### src/rtl/ifm_window_buf.sv
// KxK input-feature-map window buffer: FILL builds the window row by row, shift opcodes slide it one step.
// Define IFM_WIN_ZERO_PAD_EN to add port pad_zero, which makes shifts insert zeros instead of cmd_data.
module ifm_window_buf #(
   parameter int K  = 3,
   parameter int DW = 8,
   parameter int PW = 8
) (
   input  logic                clk,
   input  logic                rst,
   input  logic                cmd_valid,
   output logic                cmd_ready,
   input  logic [2:0]          cmd,
   input  logic [K*DW-1:0]     cmd_data,
`ifdef IFM_WIN_ZERO_PAD_EN
   input  logic                pad_zero,
`endif
   input  logic                pe_stall,
   output logic [K*K*DW-1:0]   win_data,
   output logic                win_valid,
   output logic [PW-1:0]       win_x,
   output logic [PW-1:0]       win_y,
   output logic                err_cmd
);

   localparam int CW = $clog2(K);

   typedef enum logic [1:0] {ST_EMPTY, ST_FILL, ST_VALID} state_t;
   typedef enum logic [2:0] {
      OP_NOP   = 3'b000, OP_RIGHT = 3'b001, OP_DOWN = 3'b010, OP_UP    = 3'b011,
      OP_LEFT  = 3'b100, OP_HOLD  = 3'b101, OP_FILL = 3'b110, OP_CLEAR = 3'b111
   } op_t;

   state_t          state_q, state_d;
   op_t             op;
   logic [CW-1:0]   fill_cnt_q, fill_cnt_d;
   logic [DW-1:0]   win_q [K][K];
   logic [DW-1:0]   win_d [K][K];
   logic [DW-1:0]   fill_lane [K];
   logic [DW-1:0]   ins_lane [K];
   logic            valid_d, err_d, accept, shift_op, pad;
   logic [PW-1:0]   x_d, y_d;
   logic [CW-1:0]   row;

   assign op        = op_t'(cmd);
   assign cmd_ready = ~pe_stall;
   assign accept    = cmd_valid & cmd_ready;
   assign shift_op  = (op == OP_RIGHT) || (op == OP_LEFT) || (op == OP_DOWN) || (op == OP_UP);
`ifdef IFM_WIN_ZERO_PAD_EN
   assign pad = pad_zero;
`else
   assign pad = 1'b0;
`endif

   // FILL always takes cmd_data; only shifts see the zero-pad substitution.
   always_comb begin
      for (int j = 0; j < K; j++) begin
         fill_lane[j] = cmd_data[j*DW +: DW];
         ins_lane[j]  = pad ? '0 : cmd_data[j*DW +: DW];
      end
   end

   // State register
   always_ff @(posedge clk or posedge rst) begin
      if (rst) state_q <= ST_EMPTY;
      // NOTE: non-blocking assignments in clocked blocks so every register samples pre-edge values together.
      else     state_q <= state_d;
   end

   // Next-state logic
   always_comb begin
      // NOTE: every combinational output gets a default first, so no path leaves it unassigned and no latch is inferred.
      state_d = state_q;
      if (accept) begin
         case (op)
            OP_FILL:  state_d = (state_q == ST_FILL && fill_cnt_q == CW'(K-1)) ? ST_VALID : ST_FILL;
            OP_CLEAR: state_d = ST_EMPTY;
            default:  state_d = state_q;
         endcase
      end
   end

   // Output logic: next window, flags and counters
   always_comb begin
      win_d      = win_q;
      valid_d    = win_valid;
      x_d        = win_x;
      y_d        = win_y;
      fill_cnt_d = fill_cnt_q;
      err_d      = 1'b0;
      row        = (state_q == ST_FILL) ? fill_cnt_q : '0;
      if (accept) begin
         if (shift_op && state_q != ST_VALID) begin
            err_d = 1'b1;
         end else begin
            case (op)
               OP_FILL: begin
                  for (int c = 0; c < K; c++) win_d[row][c] = fill_lane[c];
                  if (state_q != ST_FILL) begin
                     valid_d    = 1'b0;
                     x_d        = '0;
                     y_d        = '0;
                     fill_cnt_d = CW'(1);
                  end else if (fill_cnt_q == CW'(K-1)) begin
                     valid_d    = 1'b1;
                     fill_cnt_d = '0;
                  end else begin
                     fill_cnt_d = fill_cnt_q + CW'(1);
                  end
               end
               OP_RIGHT: begin
                  for (int r = 0; r < K; r++) begin
                     for (int c = 0; c < K-1; c++) win_d[r][c] = win_q[r][c+1];
                     win_d[r][K-1] = ins_lane[r];
                  end
                  x_d = win_x + PW'(1);
               end
               OP_LEFT: begin
                  for (int r = 0; r < K; r++) begin
                     for (int c = 1; c < K; c++) win_d[r][c] = win_q[r][c-1];
                     win_d[r][0] = ins_lane[r];
                  end
                  x_d = win_x - PW'(1);
               end
               OP_DOWN: begin
                  for (int c = 0; c < K; c++) begin
                     for (int r = 0; r < K-1; r++) win_d[r][c] = win_q[r+1][c];
                     win_d[K-1][c] = ins_lane[c];
                  end
                  y_d = win_y + PW'(1);
               end
               OP_UP: begin
                  for (int c = 0; c < K; c++) begin
                     for (int r = 1; r < K; r++) win_d[r][c] = win_q[r-1][c];
                     win_d[0][c] = ins_lane[c];
                  end
                  y_d = win_y - PW'(1);
               end
               OP_CLEAR: begin
                  for (int r = 0; r < K; r++)
                     for (int c = 0; c < K; c++) win_d[r][c] = '0;
                  valid_d    = 1'b0;
                  x_d        = '0;
                  y_d        = '0;
                  fill_cnt_d = '0;
               end
               default: ;
            endcase
         end
      end
   end

   always_ff @(posedge clk or posedge rst) begin
      if (rst) begin
         // NOTE: the window array is reset explicitly because reset must clear the visible window, unlike a plain RAM.
         for (int r = 0; r < K; r++)
            for (int c = 0; c < K; c++) win_q[r][c] <= '0;
         win_valid  <= 1'b0;
         win_x      <= '0;
         win_y      <= '0;
         fill_cnt_q <= '0;
         err_cmd    <= 1'b0;
      end else begin
         win_q      <= win_d;
         win_valid  <= valid_d;
         win_x      <= x_d;
         win_y      <= y_d;
         fill_cnt_q <= fill_cnt_d;
         err_cmd    <= err_d;
      end
   end

   for (genvar r = 0; r < K; r++) begin : g_row
      for (genvar c = 0; c < K; c++) begin : g_col
         assign win_data[(r*K+c)*DW +: DW] = win_q[r][c];
      end
   end

endmodule

### config.mk
export PLATFORM = sky130hd
export DESIGN_NAME = ifm_window_buf
export DESIGN_NICKNAME = d
export VERILOG_FILES = /design/src/rtl/ifm_window_buf.sv
export SDC_FILE = /design/constraint.sdc
export NUM_CORES = 1
export LEC_CHECK = 0
export ABC_AREA = 1
export CAP_MARGIN = 10
export CORE_ASPECT_RATIO = 0.6
export CORE_MARGIN = 1.5
export CORE_UTILIZATION = 54
export CTS_CLUSTER_SIZE = 25
export DETAILED_ROUTE_END_ITERATION = 8
export GPL_ROUTABILITY_DRIVEN = 1
export GPL_TIMING_DRIVEN = 0
export PLACE_DENSITY = 0.88
export SETUP_SLACK_MARGIN = 0.3
export SLEW_MARGIN = 10
export SYNTH_ARGS = -nofsm -noshare
export SYNTH_HDL_FRONTEND = slang
export SYNTH_SLANG_ARGS = --single-unit
### constraint.sdc
create_clock -name clk -period 3.8 [get_ports clk]
set_clock_uncertainty 0.05 [all_clocks]
set_input_delay 0.76 -clock clk [delete_from_list [all_inputs] [get_ports clk]]
set_output_delay 0.76 -clock clk [all_outputs]
set_load 0.02 [all_outputs]
### Word level (Yosys, flattened, before mapping)

Index checks and enable logic that the tools add are counted.

* output and inout bits: 91
* bits in registers: 94
* logic and storage cells: 78

* bitwise operators: 4
* add/sub/neg operators: 5
* reductions and logical operators: 16
* magnitude comparators: 2
* eq/ne operators: 12
* multiplexer cells: 24

Operators with widths (count)
* 72-bit case mux with 6 select lines: 1
* 72-bit bitwise mux: 3
* 24-bit demux with 2-bit select: 3
* 8-bit case mux with 4 select lines: 2
* 24-bit 2-to-1 mux: 1
* 8-bit by 1-bit adder with 8-bit output, second input constant: 2
* 16-bit 2-to-1 mux: 1
* 8-bit 2-to-1 mux: 2
* 8-bit by 1-bit subtractor with 8-bit output, second input constant: 2
* 4-bit AND reduction: 3
* 3-bit == test, second input constant: 3
* 2-bit 2-to-1 mux: 4
* 2-bit case mux with 2 select lines: 2
* 4-bit nonzero test: 2
* 3-bit by 2-bit == test with 1-bit output, second input constant: 2
* 3-bit AND reduction: 2
* 6-bit nonzero test: 1
* 1-bit 2-to-1 mux: 4
* 2-bit inequality test, second input constant: 2
* 3-bit by 1-bit == test with 1-bit output, second input constant: 1
* 3-bit greater-or-equal comparator, second input constant: 1
* 1-bit logical AND: 3
* 1-bit logical OR: 3
* 3-bit by 1-bit < comparator with 1-bit output, second input constant: 1
* other kinds (11): 12

### Logic depth before layout (Yosys ltp)

* depth after elaboration: 11
* gate-level depth with buffers: 16
* depth with buffers taken out: 13

### Worst setup path after synthesis

OpenSTA, ideal clock, no wires.

* path type: input port to flip-flop
* start point: input port cmd[1]
* end point: register win_x[7]
* setup slack: 1091 ps
* required time: 3633 ps
* arrival time: 2541 ps
* stages on the path: 14
* path buffers: 3
* path through: buf_4 -> nor2_4 -> nand2_2 -> buf_2 -> inv_2 -> buf_2 -> ha_1 -> or2_2 -> nand3_1 -> nand3_1 -> nand2_1 -> inv_1 -> nand2_1 -> nand2_1

* cells in the longest elaborated chain, start to end: 7
* elaborated cells on any way between the ends: 15
* classes of those cells: eq/ne (7); mux (1); bitwise (1); reduce/logical (6)

Ends and longest elaborated chain
* start: declaration: RTL line 12 `input logic [2:0] cmd,`
* 3-bit by 1-bit == test with 1-bit output or 3-bit == test (tied branches): RTL line 47, 95
* 1-bit logical OR (3 in series): RTL line 47 `assign shift_op = (op == OP_RIGHT) || (op == OP_LEFT) || (op == OP_DOWN) || (op == OP_UP);`
* 1-bit logical AND: RTL line 92 `if (shift_op && state_q != ST_VALID) begin`
* 1-bit inverter (no line)
* 4-bit AND reduction (no line)
* end signal: assignment: RTL line 158 `win_x <= '0;`
* end signal: assignment: RTL line 165 `win_x <= x_d;`
* end: declaration: RTL line 20 `output logic [PW-1:0] win_x,`

Parallel ways exist; a longest one is shown, timed or not.
A chain may end at the register's enable or synchronous reset.

### Worst setup path in the final report

* start point: input port cmd[0]
* end point: register win_x[5]

The elaborated chain is that of the path after synthesis.

==> results list <==
- The count of endpoints failing hold in the final timing report came to 0.
- At the end of the flow, the number of nets in the layout was approximately 1400.
- Startpoint type of the worst setup path: input pin
- The clock tree synthesis step divided the H-tree into 3 levels.
- In the synthesized netlist the dominant register cell turns out to be sky130_fd_sc_hd__dfrtp_1.
- Root Buffer: sky130_fd_sc_hd__clkbuf_16
- The routed layout has 8653 vias.
- STA classifies the critical path endpoint as a register.
* Number of nets produced by synthesis: 1222
* Placement-stage cell area: ~0.0085 sq mm
* Worst EP arrival: ~3.6 ns
- Netlist cell types: 31
- Setup repair after global routing left no endpoint under its margin.
- Num ports: 122
* Number of cell instances on the worst register-to-register path: 9
- Cells along the critical path: clkdlybuf4s50_1 -> nor2_4 -> nand2_2 -> buf_2 -> inv_2 -> buf_4 -> ha_1 -> or2_2 -> nand3b_1 -> nand2_1 -> nand2_1 -> nand2_1 -> o21ai_0
* Antenna Diode Count: 0
* # rows: 32
- In this design, the stage delay of the slowest critical-path cell is approximately 0.56 ns.
- Kind of path behind the tightest hold check: register to register
- In the final layout, the multi-input gates occupy slightly above 0.004 sq mm.
* Floorplan die width: roughly 150 um
* Crit-path max FO: 15
- In the final layout, the share of cells above drive strength 1 is 0.0601.
- After floorplanning, the core was sized to cover 0.0129 sq mm.
- Overflow left after global routing: 0
- Reg-to-reg critical path startpoint: state_q[1]
- Dividing the final minimum period by the clock period gives 0.888.
- Cell area power density: between 500 and 600 mW/mm^2
* Hold path depth: 2
- Entering global routing, the biggest net connects a little over 60 pins.
- With fillers left out, the area of the finished cells amounts to a little under 0.009 sq mm.
- Leaving out fill and tap cells, the most frequent cell in the layout is sky130_fd_sc_hd__nand2_1.
- In this run the tightest slew margin relative to its limit is 0.434.
* Hold-fix buffers, CTS: 0
* Area Overhead vs Synth: 24.8%
- Registers take roughly 0.0024 sq mm.
- Summed over all nets, the half-perimeter wirelength after detailed placement is roughly 23000 um.
- Once layout is complete, the utilization of the core stands at 0.689.
- All-layer global routing usage: 0.455
- Number of detailed-routing iterations run before antenna repair: 7
- Crit Path Class: input pin to register
* Postcts setup bufs: 0
- Slowest stage cell, crit path: sky130_fd_sc_hd__clkdlybuf4s50_1
- Sinks on Clock Net: 94
* Maximum root-to-sink buffer count: 2
* Worst-margin pin slew: ~0.85 ns
- The count of nets left with antenna violations once routing finished came out at 0.
* Synthesized area per cell: 6.03 sq um
- Leakage power figure: 4.67 nW
* Count of pins over their slew limit: 0
- Among the stages of the critical path, the cell type that occurs most often is sky130_fd_sc_hd__nand2_1.
- The detailed router finished its first iteration with approximately 1400 violations.
- Synthesis inferred 94 register bits.
- In the synthesized netlist the async set-or-reset flop fraction comes to 1.00.
- The congestion estimate from routability-driven global placement came to around 1.1.
* Drt total wl: around 30000 um
- Cell count after placement: 1468
- Count of mapped cells out of synthesis: roughly 1200
- Prior to clock tree synthesis, the placed netlist has a worst setup slack of -0.00868 ns.
- Slack of the critical path: around 0.42 ns
- Most frequent cells in the layout: sky130_fd_sc_hd__nand2_1 (582), sky130_fd_sc_hd__clkdlybuf4s50_1 (120), sky130_fd_sc_hd__o21ai_0 (105)
* Count of buffers inserted at the top-level ports: 120
- Worst hold margin: roughly 0.48 ns
* Number of enable-type register cells in the synthesized netlist: 0
- After detailed routing, the number of remaining DRC violations is 0.
* Global-route wire length before repair: roughly 46000 um
- Bufs and invs on worst path: 4
- Once layout is complete, the cells apart from fillers number 1484.
- Number of inserted filler cells in the final layout: approximately 1100
- Measured along the y axis, the die boundary spans between 90 and 100 um.
- Using the TritonRoute via totals, the vias-per-cell ratio works out to 5.83.
- Combined area of all synthesized cells: between 0.007 and 0.008 sq mm
- Vias in the first global route: approximately 7700
- TritonCTS built the clock tree.
- Starting density of the core: 0.552
* Run status: finished clean
- The initial antenna violation count came to 0.
* Total of warnings raised by yosys: 0
- Setup slack of the worst register-to-register path: between 1 and 1.5 ns
- Static timing analysis puts the maximum clock frequency at slightly below 300 MHz.
* Number of setup violations in the final report: 0
- Clock-pin slew was measured on the worst setup and hold paths at 0.07 ns.
- Portion of the post-synthesis area used by sequential elements: 0.331
- After layout, the minimum clock period comes to ~3.4 ns.
- STA puts the critical path data required time at 4.00 ns.
- Count of max-cap constraint violations: 0
- For the worst-skew pair, the clock arrives at the later sink with an insertion delay of roughly 0.35 ns.
* Hold path endpoint: win_y[6]
- The die covers approximately 0.014 sq mm.
* CP top delay family: buffers and inverters
- Hold path startpoint: win_y[6]
- Average routed wire per standard cell: approximately 20 um
- TritonCTS created 9 clock buffers.
* Maximum ir drop on the vdd rail: about 0.40 mV
-- where the power goes --
group	total, W	switching (W)	internal [W]
Clock	0.000981	0.000431	0.000550
Combinational	0.00196	0.00119	0.000771
Sequential	0.00171	0.000444	0.00126
Total	0.00465	0.00207	0.00259
-- cell usage after synthesis, types with 2 or more instances --
| library cell | count | area [sq um] |
|---|---|---|
| sky130_fd_sc_hd__nor2_4 | 5 | 56.3 |
| sky130_fd_sc_hd__xor2_1 | 3 | 26.3 |
| sky130_fd_sc_hd__nand3_2 | 4 | 40.0 |
| sky130_fd_sc_hd__inv_1 | 83 | 312 |
| sky130_fd_sc_hd__nand3_1 | 95 | 475 |
| sky130_fd_sc_hd__buf_2 | 23 | 115 |
| sky130_fd_sc_hd__a21oi_1 | 15 | 75.1 |
| sky130_fd_sc_hd__buf_6 | 3 | 33.8 |
| sky130_fd_sc_hd__o21ai_0 | 105 | 526 |
| sky130_fd_sc_hd__ha_1 | 12 | 150 |
| sky130_fd_sc_hd__nand3b_1 | 3 | 22.5 |
| sky130_fd_sc_hd__fa_1 | 2 | 40.0 |
| sky130_fd_sc_hd__nor2_1 | 92 | 345 |
| sky130_fd_sc_hd__nand2_1 | 582 | 2180 |
| sky130_fd_sc_hd__inv_2 | 5 | 18.8 |
| sky130_fd_sc_hd__clkbuf_1 | 14 | 52.6 |
| sky130_fd_sc_hd__nand4_1 | 8 | 50.1 |
| sky130_fd_sc_hd__nand2_2 | 3 | 18.8 |
| sky130_fd_sc_hd__dfrtp_1 | 94 | 2350 |
| sky130_fd_sc_hd__buf_4 | 15 | 113 |
-- through the flow --
stage                     setup TNS, ns  total power [W]
final                                 0          0.00465
after global routing                  0          0.00483
after CTS                             0          0.00455
after detailed placement       -0.00868          0.00358
after global placement           -89.43          0.00354
after floorplan                       0          0.00257
-- timing repair --
| item | in CTS | in global routing |
|---|---|---|
| resized for setup | 0 | 2 |
| endpoints found under the setup margin | 0 | 2 |
| hold endpoints to repair | 0 | 0 |
-- worst min-delay path, delay by kind of cell, from the launching register on --
family,cells,cell delay (ns)
DFF,1,0.37
and+or+nand+nor,1,0.06
AOI/OAI and AO/OA,1,0.06
-- logic make-up (layout without fill, tap and decap cells) --
kind of cell    after synthesis  in the layout  share of synthesized area
flops                        94             94                      0.331
compound gates              124            124                     0.0886
fa+ha+maj                    14             14                     0.0268
xor+xnor                      4              4                    0.00493
simple gates                797            797                      0.457
buf+inv                     144            281                     0.0913
-- layout make-up --
type	count	area share
buffer	55	0.0357
clock buffer	12	0.0290
clock inverter	4	0.00621
inverter	89	0.0380
multi-input combinational	939	0.463
sequential	94	0.266
tap	170	0.0240
timing repair buffer	121	0.139
-- worst max path at each step --
stage	from	endpoint	slack, ns	cells past startpoint
after floorplan	rst	async pin	0.54	1
after global placement	rst	async pin	-0.97	2
after detailed placement	cmd[0]	win_x[5]	-0.009	13
after CTS	cmd[0]	win_x[5]	0.34	13
after global routing	cmd[0]	win_x[5]	0.31	13
final	cmd[0]	win_x[5]	0.42	13
-- metal layers --
layer / vias up / GRT usage / routed length (um)
met5: - / 0.0385 / 66
met4: 2 / 0.100 / 565
met3: 64 / 0.199 / 5670
met2: 745 / 0.562 / 10800
met1: 3894 / 0.700 / 13300
li1: 3948 / - / -
No activity file was read; power rests on OpenSTA's default activity.
